<file path="config.mk">
export PLATFORM = sky130hd
export DESIGN_NAME = adapter_to_bus
export DESIGN_NICKNAME = d
export VERILOG_FILES = /design/src/rtl/adapter_to_bus.sv
export SDC_FILE = /design/constraint.sdc
export NUM_CORES = 1
export LEC_CHECK = 0
export CAP_MARGIN = 20
export CORE_MARGIN = 4
export CORE_UTILIZATION = 56
export CTS_CLUSTER_SIZE = 25
export DETAILED_ROUTE_END_ITERATION = 6
export PLACE_DENSITY = 0.79
export SLEW_MARGIN = 20
export SYNTH_ARGS = -nofsm -noshare
export SYNTH_HDL_FRONTEND = slang
export SYNTH_SLANG_ARGS = --single-unit
</file>
<file path="constraint.sdc">
create_clock -name CLK -period 3.1 [get_ports CLK]
set_input_delay 0.62 -clock CLK [delete_from_list [all_inputs] [get_ports CLK]]
set_output_delay 0.62 -clock CLK [all_outputs]
set_load 0.01 [all_outputs]
</file>
<file path="src/rtl/adapter_to_bus.sv">
// ============================================================================
// Module   : adapter_to_bus
// Purpose  : Serializes one 128-bit NOCDataH message (data + beat count) into
//            `length` beats of `width` bits for the bus side, flagging the
//            final beat. One active and one pending message slot allow
//            back-to-back messages to stream with no idle cycle between them.
// Revision : 1.0 - initial release
// ----------------------------------------------------------------------------
// Ports:
//   CLK              in   1     clock, rising edge
//   nRST             in   1     asynchronous active-low reset
//   in_enq__ENA      in   1     message transfer (only when in_enq__RDY=1)
//   in_enq__RDY      out  1     pending slot empty
//   in_enq_v_data    in   128   message payload
//   in_enq_v_length  in   16    number of width-bit beats
//   out_enq__ENA     out  1     beat transferred this cycle
//   out_enq__RDY     in   1     downstream can take a beat
//   out_enq_v        out  width beat data
//   out_enq_last     out  1     final beat of the message
//   err_length       out  1     one-cycle pulse: illegal length at acceptance
// ============================================================================
`default_nettype none

module adapter_to_bus #(
  parameter int width = 32
) (
  input  logic              CLK,
  input  logic              nRST,
  input  logic              in_enq__ENA,
  output logic              in_enq__RDY,
  input  logic [127:0]      in_enq_v_data,
  input  logic [15:0]       in_enq_v_length,
  output logic              out_enq__ENA,
  input  logic              out_enq__RDY,
  output logic [width-1:0]  out_enq_v,
  output logic              out_enq_last,
  output logic              err_length
);

  localparam int          MAXBEATS = 128 / width;
  localparam logic [15:0] MAXLEN   = 16'(MAXBEATS);

  // Active slot: the message currently being emitted.
  logic         act_valid;
  logic [127:0] act_sh;
  logic [15:0]  act_cnt;

  // Pending slot: holds the next message, already normalised and pre-shifted,
  // so promotion to active is a plain copy.
  logic         pend_valid;
  logic [127:0] pend_sh;
  logic [15:0]  pend_cnt;

  logic         len_zero;
  logic         len_over;
  logic [15:0]  len_norm;
  logic [31:0]  load_shift;
  logic [127:0] new_sh;
  logic [15:0]  new_cnt;
  logic         take;
  logic         accept;
  logic         retire;

  always_comb begin
    len_zero   = (in_enq_v_length == 16'd0);
    len_over   = (in_enq_v_length > MAXLEN);
    len_norm   = len_over ? MAXLEN : in_enq_v_length;
    // Beats are packed at the top of the 128-bit word; aligning the first
    // beat to bit 0 lets every beat be taken from the low bits.
    load_shift = 32'd128 - (32'(len_norm) * 32'(width));
    new_sh     = in_enq_v_data >> load_shift;
    new_cnt    = len_norm - 16'd1;
    take       = in_enq__ENA && in_enq__RDY;
    accept     = take && !len_zero;
  end

  assign in_enq__RDY  = !pend_valid;
  assign out_enq__ENA = act_valid && out_enq__RDY;
  assign out_enq_last = act_valid && (act_cnt == 16'd0);
  assign out_enq_v    = act_valid ? act_sh[width-1:0] : '0;
  assign retire       = out_enq__ENA && out_enq_last;

  always_ff @(posedge CLK or negedge nRST) begin
    if (!nRST) begin
      act_valid  <= 1'b0;
      act_sh     <= '0;
      act_cnt    <= '0;
      pend_valid <= 1'b0;
      pend_sh    <= '0;
      pend_cnt   <= '0;
      err_length <= 1'b0;
    end else begin
      err_length <= take && (len_zero || len_over);

      if (retire) begin
        if (pend_valid) begin
          // Promote pending so the next first beat follows with no bubble.
          act_sh  <= pend_sh;
          act_cnt <= pend_cnt;
          if (accept) begin
            pend_sh    <= new_sh;
            pend_cnt   <= new_cnt;
          end else begin
            pend_valid <= 1'b0;
          end
        end else if (accept) begin
          act_sh  <= new_sh;
          act_cnt <= new_cnt;
        end else begin
          act_valid <= 1'b0;
        end
      end else begin
        if (out_enq__ENA) begin
          act_sh  <= act_sh >> width;
          act_cnt <= act_cnt - 16'd1;
        end
        if (accept) begin
          if (!act_valid) begin
            // Pending is necessarily empty here because accept needs RDY.
            act_valid <= 1'b1;
            act_sh    <= new_sh;
            act_cnt   <= new_cnt;
          end else begin
            pend_valid <= 1'b1;
            pend_sh    <= new_sh;
            pend_cnt   <= new_cnt;
          end
        end
      end
    end
  end

endmodule

`default_nettype wire
</file>
==> impl_metrics.csv, run 1 <==
group,metric,value,unit
outcome,status,"finished, violations left",
outcome,violations,"design-rule violations",
placement,dpl_cell_area,19900,µm²
global_routing,grt_antenna_before_repair,1,
yosys,synth.top_cell.area_share,43.6,%
floorplanning,ios,184,
final_layout,final_common_cell,"dfrtp_1",
yosys,ys_seq_elements,291,
yosys,synthTopCellsByArea,"dfrtp_1 (44%), mux2i_1 (7.0%), a22o_1 (6.4%)",
timing,relSlewSlack,42.6,%
floorplanning,num_rows,62,
yosys,synth_nets,1986,
placement,gp_congestion,0.921,
route,met3_length,7.07,mm
yosys,synth_edf_count,0,
global_routing,grt_pass1_vias,16619,
setup_path,critPathCaptureType,"output pin",
route,wl_per_cell,24.1,µm
floorplanning,die_area,32600,µm²
setup_path,cp.required,2.48,ns
cts,cts_tree,"yes",
yosys,synth_area,16700,µm²
cts,htreeDepth,1,
timing,finalSetupViolCount,0,
route,routed_wl,58.5,mm
min_path,hold_path_class,"flip-flop to flip-flop",
floorplanning,die_h,181,µm
final_layout,multi_input_area,8700,µm²
global_routing,grt_max_degree,91,
pwr,p_leak,9.80,nW
setup_path,criticalPathCategory,"flip-flop to output pin",
route,drt-met1-wl,23.3,mm
global_routing,gr-total-overflow,0,
timing,worstMarginPinSlew,0.861,ns
global_routing,grt_util_all_layers,34.6,%
cts,clk_pin_slew,0.06,ns
final_layout,layout_common_cells,"dfrtp_1 (290), nand2_1 (227), clkdlybuf4s50_1 (181)",
yosys,synthFlopType,"dfrtp_1",
pwr,finalPower,0.0131,W
setup_path,cp.arrival,2.38,ns
yosys,ys_warn_count,0,
yosys,synthCells,1835,
route,vias,16812,
pwr,power.density,622,nW/µm²
timing,max_freq,333,MHz
yosys,ys_seq_area_share,43.6,%
route,drt_iter0_markers,2651,
floorplanning,start_util,57.4,%
placement,hpwl,39.0,mm
cts,clock_sinks,291,
yosys,synth.avg_cell_area,9.10,µm²
final_layout,drive_gt1_share,11.3,%
timing,drv_slew,0,
route,ant_nets,0,
final_layout,fillerInstances,2136,
timing,finClkSkew,0.0162,ns
floorplanning,die_w,181,µm
final_layout,seq_area,7280,µm²
floorplanning,core-area,29100,µm²
cts,cts.path.max_buffers,3,
route,top_layer,"met4",
yosys,synth_cell_types,58,
global_routing,grt_pass1_wl,92.5,mm
cts,cts_root_buffer,"clkbuf_16",
timing,whs,0.482,ns
cts,clock_latency,0.58,ns
placement,numPortBuffers,183,
route,post-route-drc-count,12,
timing,period_needed,3.00,ns
route,first_pass_iters,7,
route,vias_per_cell,6.92,
final_layout,synthToLayoutAreaGrowth,25.7,%
pwr,peakVddDrop,0.000439,V
setup_path,cp_max_fo,4,
final_layout,fin_area,21000,µm²
timing,fin_crit_sh,96.7,%
timing,hold_viol,0,
route,wl_met2,26.0,mm
setup_path,crit_path_start_kind,"flip-flop",
job,maxCapViolCount,0,
yosys,yosysTopAreaCell,"dfrtp_1",
cts,cts_buffers,31,
yosys,async_flop_share,100,%
final_layout,layout.nets,2172,
[flip-flops by register name, indices dropped and copies added (netlist names)]
signal and cells:
err_length 1, act_sh 128, act_cnt 16, pend_sh 128, act_valid 1, pend_valid 1
pend_cnt 16
[power breakdown]
part           total, W  switching [W]  internal, W
logic           0.00364        0.00189      0.00175
clock network   0.00368        0.00155      0.00213
registers       0.00574       0.000843      0.00490
total            0.0131        0.00428      0.00878
[timing repair]
item / CTS / global route
buffers inserted: 2 / 5
gates resized for setup: 9 / 3
pin swaps: 2 / 0
hold endpoints to repair: 38 / 0
setup endpoints to repair: 1 / 12
hold buffers: 1 / 0
[path summary, 6_finish.rpt]
kind / startpoint / to / slack (ns) / cells past startpoint
worst min-delay path: pend_sh[64]$_DFFE_PN0P_ / pend_sh[64]$_DFFE_PN0P_ / 0.48 / 2
worst max-delay path: act_cnt[5]$_DFFE_PN0P_ / out_enq_last / 0.10 / 6
max in group asynchronous: nRST / pend_sh[82]$_DFFE_PN0P_ / 1.72 / 3
min in group asynchronous: nRST / pend_sh[3]$_DFFE_PN0P_ / 0.53 / 2
worst max register to register: act_cnt[9]$_DFFE_PN0P_ / act_sh[116]$_DFFE_PN0P_ / 0.12 / 8
worst min register to register: pend_sh[64]$_DFFE_PN0P_ / pend_sh[64]$_DFFE_PN0P_ / 0.48 / 2
[metal layers]
| layer | vias to the layer above | GRT usage [%] |
|---|---|---|
| met4 | 0 | 12.6 |
| met1 | 8147 | 49.5 |
| li1 | 7260 | - |
| met3 | 194 | 7.61 |
| met5 | - | 0 |
| met2 | 1211 | 52.2 |
[layout make-up]
class | count | share of cell area (%)
inverters | 48 | 0.883
clock inverters | 6 | 0.280
well taps | 384 | 2.29
flip-flops and latches | 291 | 34.7
multi-input cells | 1317 | 41.5
repair buffers | 332 | 15.9
diodes | 1 | 0.0119
clock buffers | 51 | 4.48
[logic make-up after synthesis]
| kind of cell | count (synthesis) | synth area share, % |
|---|---|---|
| xor gates and xnor gates | 16 | 0.839 |
| DFF | 291 | 43.6 |
| AOI/OAI and AO/OA | 649 | 28.3 |
| adders and majority gates | 3 | 0.225 |
| muxes | 123 | 7.69 |
| buffers and inverters | 227 | 5.23 |
| and+or+nand+nor | 526 | 14.1 |
[cells in the mapped netlist (all sizes together) (3+ instances only)]
cell type,instances
a211oi,46
a21o,13
a21oi,87
a221oi,4
a222oi,52
a22o,122
a2bb2oi,29
a31oi,7
a32o,20
and2,41
buf,31
clkbuf,148
dfrtp,291
ha,3
inv,47
mux2i,117
mux4,4
nand2,232
nand3,68
nand4,3
nor2,119
nor2b,10
nor3,9
nor4,26
o2111ai,5
o211a,3
o211ai,36
o21ai,139
o22ai,20
o31ai,43
o41ai,17
or4,4
xnor2,9
xor2,7
[stage by stage]
stage | setup TNS, ns | instances | util, % | setup slack, ns
finish | 0 | 2430 | 72.1 | 0.101
global route | -0.00750 | 2430 | 72.1 | -0.00749
CTS | 0 | 2424 | 71.9 | 0.0945
detailed placement | -10.47 | 2364 | 68.4 | -0.222
global placement | -2.47 | 2364 | 68.4 | -0.155
floorplan | 0 | 1835 | - | 0.0107
[worst max-delay path, stage by stage, from the launching register on]
cell	delay, ns
dfrtp_1	0.40
or4_4	0.54
buf_4	0.17
nor4_4	0.34
nand2_2	0.13
inv_2	0.09
buf_2	0.14
(Power assumes the default switching activity.)
==> run 2, diff against run 1 <==
--- a/config.mk
+++ b/config.mk
@@ -11,6 +11,7 @@
 export CTS_CLUSTER_SIZE = 25
 export DETAILED_ROUTE_END_ITERATION = 6
 export PLACE_DENSITY = 0.79
+export REMOVE_ABC_BUFFERS = 1
 export SLEW_MARGIN = 20
 export SYNTH_ARGS = -nofsm -noshare
 export SYNTH_HDL_FRONTEND = slang
==> run 2 against run 1 <==
  * The flow still finishes with violations (design-rule violations)
  * Clock power increased by 14%
  * Non-clock buffer count grew 28
  * Global-route usage decreased by 0.18 points
  * Largest cell class unchanged
  * Largest power group unchanged
==> impl_metrics.csv, run 2 (synthesis gave the netlist of run 1 again) <==
group,metric,value,unit
outcome,status,"finished, violations left",
outcome,violations,"design-rule violations",
global_routing,gr-total-overflow,0,
floorplanning,die_w,181,µm
floorplanning,num_rows,62,
floorplanning,start_util,57.4,%
placement,gp_congestion,0.933,
cts,htreeDepth,2,
setup_path,cp.arrival,2.37,ns
global_routing,grt_util_met2,53.3,%
route,post-route-drc-count,1,
final_layout,drive_gt1_share,12.9,%
pwr,power.density,640,nW/µm²
pwr,switching_share,32.4,%
cts,clock_sinks,291,
timing,relSlewSlack,48.0,%
final_layout,fin_area,21300,µm²
global_routing,grt_pass1_wl,92.2,mm
timing,worstMarginPinSlew,0.779,ns
setup_path,cp.required,2.48,ns
final_layout,largestRegisters,"act_sh (128), pend_sh (128)",
timing,drv_slew,0,
placement,dpl_cell_area,20100,µm²
cts,cts_buffers,34,
pwr,p_leak,10.0,nW
route,drt_iter0_markers,2462,
pwr,peakVddDrop,0.000442,V
route,routed_wl,58.3,mm
route,vias,16829,
final_layout,final_common_cell,"dfrtp_1",
final_layout,antenna_cells,0,
timing,setup_tns,0,ns
floorplanning,core-area,29100,µm²
pwr,power.internal,0.00920,W
floorplanning,ios,184,
global_routing,grt_pass1_vias,16913,
timing,fin_crit_sh,96.5,%
setup_path,cp_max_fo,4,
timing,finalSetupViolCount,0,
cts,cts_tree,"yes",
placement,dp_slack,-0.237,ns
global_routing,grt_max_degree,72,
global_routing,grtUsageMet3,8.20,%
pwr,power.share.sequential,41.8,%
cts,cts.path.max_buffers,3,
floorplanning,die_h,181,µm
timing,hold_viol,0,
global_routing,grt_util_all_layers,34.5,%
setup_path,criticalPathCategory,"flip-flop to output pin",
global_routing,grtUsageMet1,46.5,%
placement,hpwl,37.8,mm
pwr,finalPower,0.0136,W
route,wl_per_cell,23.7,µm
min_path,hold_path_class,"primary input to async pin",
cts,clk_pin_slew,0.06,ns
floorplanning,die_area,32600,µm²
timing,finClkSkew,0.0217,ns
final_layout,layout_common_cells,"dfrtp_1 (290), nand2_1 (227), clkdlybuf4s50_1 (181)",
route,vias_per_cell,6.84,
timing,period_needed,2.99,ns
cts,cts_root_buffer,"clkbuf_16",
timing,max_freq,334,MHz
cts,clock_latency,0.52,ns
final_layout,synthToLayoutAreaGrowth,27.4,%
route,ant_nets,0,
setup_path,crit_path_start_kind,"flip-flop",
timing,whs,0.0391,ns
timing,rsz0062_at_grt,"false",
pwr,clockPowerShare,30.8,%
pwr,power_frac_comb,27.4,%
global_routing,grt_antenna_before_repair,0,
placement,numPortBuffers,183,
final_layout,fillerInstances,2129,
route,first_pass_iters,7,
pwr,power_switching,0.00441,W
global_routing,gr-max-usage-layer,"met2",
timing,setup_slack,0.108,ns
final_layout,layout.nets,2203,
setup_path,critPathCaptureType,"output pin",
job,maxCapViolCount,0,
[run 2: cell count changes in the layout (fill, tap and decap cells not counted), sizes merged]
| cell | before | now |
|---|---|---|
| clkinvlp | 1 | 2 |
| buf | 150 | 179 |
| diode | 1 | 0 |
| clkinv | 6 | 9 |
| dlygate4sd3 | 1 | 0 |
| inv | 46 | 47 |
| bufinv | 1 | 4 |
| clkbuf | 51 | 46 |
[run 2: critical path, cell delays in order (launching register included)]
cell and delay [ns]:
dfrtp_1 0.39, or4_4 0.54, buf_4 0.17, nor4_4 0.29, buf_4 0.19, nand2_2 0.07
inv_2 0.09, buf_2 0.13
[run 2: timing repair]
| item | CTS | global route |
|---|---|---|
| gates cloned | 0 | 0 |
| pin swaps | 1 | 1 |
| hold buffers | 0 | 0 |
| resized for setup | 9 | 1 |
| buffers inserted | 4 | 1 |
| endpoints found under the setup margin | 3 | 37 |
[run 2: path summary, 6_finish.rpt]
| path | start | to | slack (ns) | depth (start not counted) |
|---|---|---|---|---|
| hold / removal | nRST | pend_sh[32]$_DFFE_PN0P_ | 0.04 | 1 |
| max in group asynchronous | nRST | pend_sh[60]$_DFFE_PN0P_ | 2.29 | 2 |
| min in group CLK | pend_cnt[4]$_DFFE_PN0P_ | pend_cnt[4]$_DFFE_PN0P_ | 0.48 | 1 |
| setup / recovery | act_cnt[5]$_DFFE_PN0P_ | out_enq_last | 0.11 | 7 |
| hold reg to reg | pend_cnt[4]$_DFFE_PN0P_ | pend_cnt[4]$_DFFE_PN0P_ | 0.48 | 1 |
| setup reg to reg | act_cnt[5]$_DFFE_PN0P_ | act_sh[74]$_DFFE_PN0P_ | 0.15 | 11 |
[run 2: routing by layer]
layer / part of all wire [%] / up-vias
li1: - / 7305
met1: 39 / 8066
met2: 46 / 1214
met3: 11 / 244
met4: 4.4 / 0
met5: 0 / -
[run 2: power groups by stage]
stage               registers, W  clock network [W]  logic (W)
floorplan                0.00550                  0    0.00208
global placement         0.00563                  0    0.00348
detailed placement       0.00568                  0    0.00359
CTS                      0.00564            0.00418    0.00366
global route             0.00578            0.00435    0.00401
finish                   0.00569            0.00419    0.00373
[run 2: through the flow]
step | util (%) | cells
5_1_grt | 73.1 | 2460
6_report | 73.1 | 2460
4_1_cts | 73.1 | 2459
2_1_floorplan | - | 1656
3_5_place_dp | 68.9 | 2395
3_3_place_gp | 68.9 | 2395
[run 2: cell type report]
class | instances | area [µm²] | area share, %
tap | 384 | 480 | 2.26
clock buffer | 46 | 977 | 4.59
inverter | 48 | 181 | 0.853
sequential | 291 | 7280 | 34.2
clock inverter | 14 | 179 | 0.841
timing repair buffer | 360 | 3510 | 16.5
multi-input combinational | 1317 | 8670 | 40.7
==> run 3, diff against run 2 <==
--- a/config.mk
+++ b/config.mk
@@ -8,11 +8,10 @@
 export CAP_MARGIN = 20
 export CORE_MARGIN = 4
 export CORE_UTILIZATION = 56
-export CTS_CLUSTER_SIZE = 25
+export CTS_CLUSTER_SIZE = 24
 export DETAILED_ROUTE_END_ITERATION = 6
 export PLACE_DENSITY = 0.79
 export REMOVE_ABC_BUFFERS = 1
-export SLEW_MARGIN = 20
 export SYNTH_ARGS = -nofsm -noshare
 export SYNTH_HDL_FRONTEND = slang
 export SYNTH_SLANG_ARGS = --single-unit
==> results of run 3 <==
No change in the layout: final DEF, timing and power equal those of run 2.
